--- src/rtl/serie_paralelo_rx_pkg.sv ---
// Shared definitions for the serie-paralelo receiver and the paralelo-serie transmitter:
// comma byte, default alignment depth and the link FSM state encoding.
package serie_paralelo_rx_pkg;

  localparam logic [7:0] IDLE_BYTE_DEF = 8'hBC;
  localparam int         BC_COUNT_DEF  = 4;

  typedef enum logic [1:0] {
    SEARCH = 2'd0,
    SYNC   = 2'd1,
    ACTIVE = 2'd2
  } sp_state_t;

  function automatic logic is_comma(input logic [7:0] b, input logic [7:0] idle);
    return b == idle;
  endfunction

endpackage

--- src/rtl/serie_paralelo_rx.sv ---
// Serial-to-parallel receiver: bit-aligns on a run of comma bytes, then emits every
// aligned byte on data_out with a one-cycle strobe; non-comma bytes are flagged valid.
module serie_paralelo_rx
  import serie_paralelo_rx_pkg::*;
#(
  parameter int         BC_COUNT  = BC_COUNT_DEF,
  parameter logic [7:0] IDLE_BYTE = IDLE_BYTE_DEF
) (
  input  logic       clk_8f,
  input  logic       reset,
  input  logic       data_in,
  output logic [7:0] data_out,
  output logic       valid_out,
  output logic       byte_strobe,
  output logic       active
);

  localparam logic [2:0] BC_TARGET = 3'(BC_COUNT);

  sp_state_t  state;
  logic [7:0] sr;
  logic [2:0] bit_cnt;
  logic [2:0] bc_cnt;
  logic [7:0] nxt;
  logic       boundary;
  logic       nxt_idle;

  // nxt already contains the bit being sampled, so a byte is complete on its last edge
  always_comb begin
    nxt      = {sr[6:0], data_in};
    boundary = (bit_cnt == 3'd7);
    nxt_idle = is_comma(nxt, IDLE_BYTE);
  end

  always_ff @(posedge clk_8f or negedge reset) begin
    if (!reset) begin
      state       <= SEARCH;
      sr          <= '0;
      bit_cnt     <= '0;
      bc_cnt      <= '0;
      data_out    <= '0;
      valid_out   <= 1'b0;
      byte_strobe <= 1'b0;
      active      <= 1'b0;
    end else begin
      sr          <= nxt;
      byte_strobe <= 1'b0;
      unique case (state)
        SEARCH: begin
          if (nxt_idle) begin
            state   <= SYNC;
            bc_cnt  <= 3'd1;
            bit_cnt <= '0;
          end
        end
        SYNC: begin
          bit_cnt <= bit_cnt + 3'd1;
          if (boundary) begin
            if (nxt_idle) begin
              bc_cnt <= bc_cnt + 3'd1;
              if (bc_cnt + 3'd1 == BC_TARGET) begin
                state  <= ACTIVE;
                active <= 1'b1;
              end
            end else begin
              // misaligned byte: drop back without re-testing it as a comma
              state   <= SEARCH;
              bc_cnt  <= '0;
              bit_cnt <= '0;
            end
          end
        end
        ACTIVE: begin
          bit_cnt <= bit_cnt + 3'd1;
          if (boundary) begin
            data_out    <= nxt;
            valid_out   <= !nxt_idle;
            byte_strobe <= 1'b1;
          end
        end
        default: begin
          state  <= SEARCH;
          active <= 1'b0;
        end
      endcase
    end
  end

endmodule

--- config.mk ---
export PLATFORM = sky130hd
export DESIGN_NAME = serie_paralelo_rx
export DESIGN_NICKNAME = d
export VERILOG_FILES = /design/src/rtl/serie_paralelo_rx_pkg.sv /design/src/rtl/serie_paralelo_rx.sv
export SDC_FILE = /design/constraint.sdc
export NUM_CORES = 1
export LEC_CHECK = 0
export ABC_CLOCK_PERIOD_IN_PS = 2200
export BUFFER_PORTS_ARGS = -buffer_cell sky130_fd_sc_hd__buf_4
export CAP_MARGIN = 0
export CORE_ASPECT_RATIO = 1.4
export CORE_UTILIZATION = 59
export CTS_BUF_LIST = sky130_fd_sc_hd__clkbuf_2
export CTS_CLUSTER_SIZE = 12
export DETAILED_ROUTE_END_ITERATION = 12
export PLACE_DENSITY = 0.85
export SLEW_MARGIN = 10
export SYNTH_ARGS = -nofsm -noshare
export SYNTH_HDL_FRONTEND = slang
export SYNTH_SLANG_ARGS = --single-unit
--- constraint.sdc ---
create_clock -name clk_8f -period 2.2 [get_ports clk_8f]
set_input_delay 0.11 -clock clk_8f [delete_from_list [all_inputs] [get_ports clk_8f]]
set_output_delay 0.11 -clock clk_8f [all_outputs]
set_load 0.01 [all_outputs]
==> summary.md <==
| Metric | Value |
|---|---|
| Outcome | finished, final reports clean |
| Worst-Margin Slew | 0.458 ns |
| Chip width | between 40 and 50 um |
| Sw Share | 0.229 |
| Postcts setup bufs | 0 |
| Worst Clk Skew | 0.00196 ns |
| Critical Path Source Type | flop |
| Crit-path max cell delay | 0.43 ns |
| Worst setup EP type | flop |
| CP max-delay cell | dfrtp_1 |
| Max FO, Critical Path | 11 |
| Clk sinks | 26 |
| CP required | 2.50 ns |
| Port bufs | 13 |
| Worst EP arrival | ~2.2 ns |
| Fmax | between 500 and 600 MHz |
| Hold Path Class | in -> async |
| First-pass GRT wire length | 3.53 mm |
| Fin crit share | 0.863 |
| Max_cap viols | 0 |
| CTS root buf | clkbuf_2 |
| Gr ovfl total | 0 |
| Detailed Routing Iterations Pass 1 | 4 |
| CP Class | reg -> reg |
| Largest net degree at the start of global routing | 27 |
| TritonCTS Buffers | 3 |
| RSZ-0062 raised after global routing | no |
| Final #Nets | between 100 and 150 |
| Setup violators final | 0 |
| Worst vdd ir | 0.000506 V |
| P_sw | ~0.20 mW |
| Die height | 55.3 um |
| CTS tree | done |
| Fillers | around 130 |
| Clk buf depth | 2 |
| Syn_area_per_cell | 12.3 um^2 |
| Hold bufs inserted after CTS | 2 |
| DP Wirelength | 1.54 mm |
| DRC | 0 |
| Leak pwr | 0.690 nW |
| Max-slew headroom | 0.693 |
| Post-synthesis sequential area ratio | 0.545 |
| Gpl congestion | 0.807 |
| Yosys warns | 0 |
| Post-synth cell types | 33 |
| Ant diodes | 0 |
| Starting Density | 0.655 |
| Antenna-violating nets left | 0 |
| Mapped Cells | 97 |
| Final hold vios | 0 |
| Routed WL per cell | between 15 and 20 um |
| Final Max Tran Viols | 0 |
| CTS H-tree depth | 1 |
| Hold slack final | 0.188 ns |
| Post-route cell area | 1370 um^2 |
| Pwr Density | around 640 nW/um^2 |
| Crit-path cells | inv_1 > ha_1 > nor2b_1 > or2_2 > nor4_1 > o32a_1 |
| Syn_nets | between 100 and 150 |
| Share of layout cells above drive strength 1 | 0.265 |
| Min cycle time layout | around 1.9 ns |
| Post-Place Cells | 127 |
| Pint | 0.679 mW |
| Netlist Area Pre-Place | approximately 1200 um^2 |
| DRT Wirelength | 2.10 mm |
| Placement Cell Area | between 1000 and 1500 um^2 |
| GR Util All Layers | 0.224 |
| Synthesized flop and latch total | 26 |
| Initial DRC count | 16 |
| TNS Setup | 0 ns |
| Site row count | 18 |
| Comb pwr share | 0.099 |
| Synthesis-to-layout area growth | 15.0% |
| Post-CTS Resized | 0 |
| Synth area leaders | dfrtp_1, mux2_2, ha_1 |
| Clock Power Share | 0.329 |
| Seq pwr share | 0.572 |
| IO Count | 14 |
| Initial antenna violation count | 0 |
| Clock latency at the later pin of the worst-skew pair | 0.34 ns |
| Vias after detailed routing | 821 |
| Number of global-route vias before repair | 844 |
| Yosys top cell area share | 0.545 |
| Final non-filler cell total | 133 |
| CTS clk-pin slew, worst paths | 0.22 ns |
| Die ar. | 2210 um^2 |
| Leading area contributor after synthesis | dfrtp_1 |
| Core area | approximately 1800 um^2 |
| DR vias/cell | ~6.2 |
-- worst paths after layout --
| kind | start | endpoint | slack [ns] | cells past startpoint |
|---|---|---|---|---|
| min in group clk_8f | sr[5] | sr[6] | 0.42 | 0 |
| max in group asynchronous | reset | data_out[1] | 1.78 | 2 |
| worst min register to register | sr[5] | sr[6] | 0.42 | 0 |
| worst max-delay path | state[1] | active | 0.30 | 6 |
| worst min-delay path | reset | sr[4] | 0.19 | 2 |
| worst max register to register | state[1] | active | 0.30 | 6 |
-- synth_stat cells (all sizes together) --
| cell type | count |
|---|---|
| or4 | 1 |
| o21ai | 4 |
| nor4bb | 1 |
| a211o | 1 |
| buf | 1 |
| and2 | 1 |
| o32a | 1 |
| o22ai | 2 |
| o41ai | 1 |
| or2 | 1 |
| nor2b | 4 |
| a22o | 2 |
| o211ai | 2 |
| dfrtp | 26 |
| ha | 7 |
| o31a | 1 |
| a31oi | 2 |
| a21oi | 2 |
| nor4 | 2 |
| nand4 | 2 |
| nand2b | 1 |
| inv | 5 |
| a41oi | 1 |
| nand3 | 3 |
| a32o | 1 |
| mux2 | 8 |
| xor2 | 1 |
| nor2 | 3 |
| nand2 | 5 |
| nand3b | 1 |
| clkbuf | 3 |
| nand4b | 1 |
-- per-layer routing --
| layer | vias to the layer above | wire [um] | GRT usage |
|---|---|---|---|
| li1 | 387 | - | - |
| met1 | 407 | 876 | 0.270 |
| met2 | 23 | 1110 | 0.387 |
| met3 | 4 | 86 | 0.0361 |
| met4 | 0 | 27 | 0.0591 |
| met5 | - | 0 | 0 |
-- state kept, by name (all words and copies together), names as in the netlist --
| signal | count |
|---|---|
| active | 1 |
| bc_cnt | 3 |
| bit_cnt | 3 |
| byte_strobe | 1 |
| data_out | 8 |
| sr | 7 |
| state | 2 |
| valid_out | 1 |
-- worst max-delay path, delay by kind of cell, from the launching register on --
| kind | cells | cell delay (ns) |
|---|---|---|
| AOI/OAI and AO/OA | 1 | 0.19 |
| and+or+nand+nor | 3 | 0.87 |
| DFF | 1 | 0.43 |
| buffers and inverters | 1 | 0.07 |
| adders and majority gates | 1 | 0.31 |
-- power by group through the flow --
stage,clock network (mW),registers [mW],logic [mW]
6_report,0.289,0.504,0.0871
5_1_grt,0.320,0.506,0.0974
3_5_place_dp,0,0.512,0.0835
4_1_cts,0.299,0.504,0.0872
3_3_place_gp,0,0.511,0.0817
2_1_floorplan,0,0.510,0.0561
-- layout by cell type (no fill, tap or decap), types with 2 or more instances in the layout --
cell / instances
nand2_1: 5
nor2_1: 3
dlygate4sd3_1: 2
dfrtp_1: 26
clkbuf_2: 3
ha_1: 7
nor4_1: 2
o22ai_1: 2
nor2b_1: 4
buf_4: 14
mux2_2: 8
a21oi_1: 2
inv_1: 5
nand3_1: 3
o21ai_0: 4
a22o_1: 2
a31oi_1: 2
o211ai_1: 2
-- area by class of cell --
cell class / count / area, um^2 / area share
clock buffers: 3 / 15.0 / 0.0109
clock inverters: 1 / 30.0 / 0.0219
inverters: 5 / 18.8 / 0.0137
multi-input cells: 62 / 509 / 0.371
flip-flops and latches: 26 / 651 / 0.474
well taps: 20 / 25.0 / 0.0182
repair buffers: 16 / 125 / 0.0911
-- stage by stage --
step	util	setup WS [ns]	power, mW
after floorplan	-	0.514	0.566
final	0.753	0.301	0.880
after global routing	0.753	0.182	0.924
after global placement	0.717	0.367	0.593
after detailed placement	0.717	0.352	0.595
after CTS	0.753	0.294	0.890
-- logic make-up (layout without fill, tap and decap cells) --
logic type	count (synthesis)	count (layout)	synth area share
compound gates	20	20	0.141
xor+xnor	1	1	0.00733
fa+ha+maj	7	7	0.0733
buf+inv	9	25	0.0293
flops	26	26	0.544
mux	8	8	0.0754
simple gates	26	26	0.129
No activity file was read; power rests on OpenSTA's default activity.
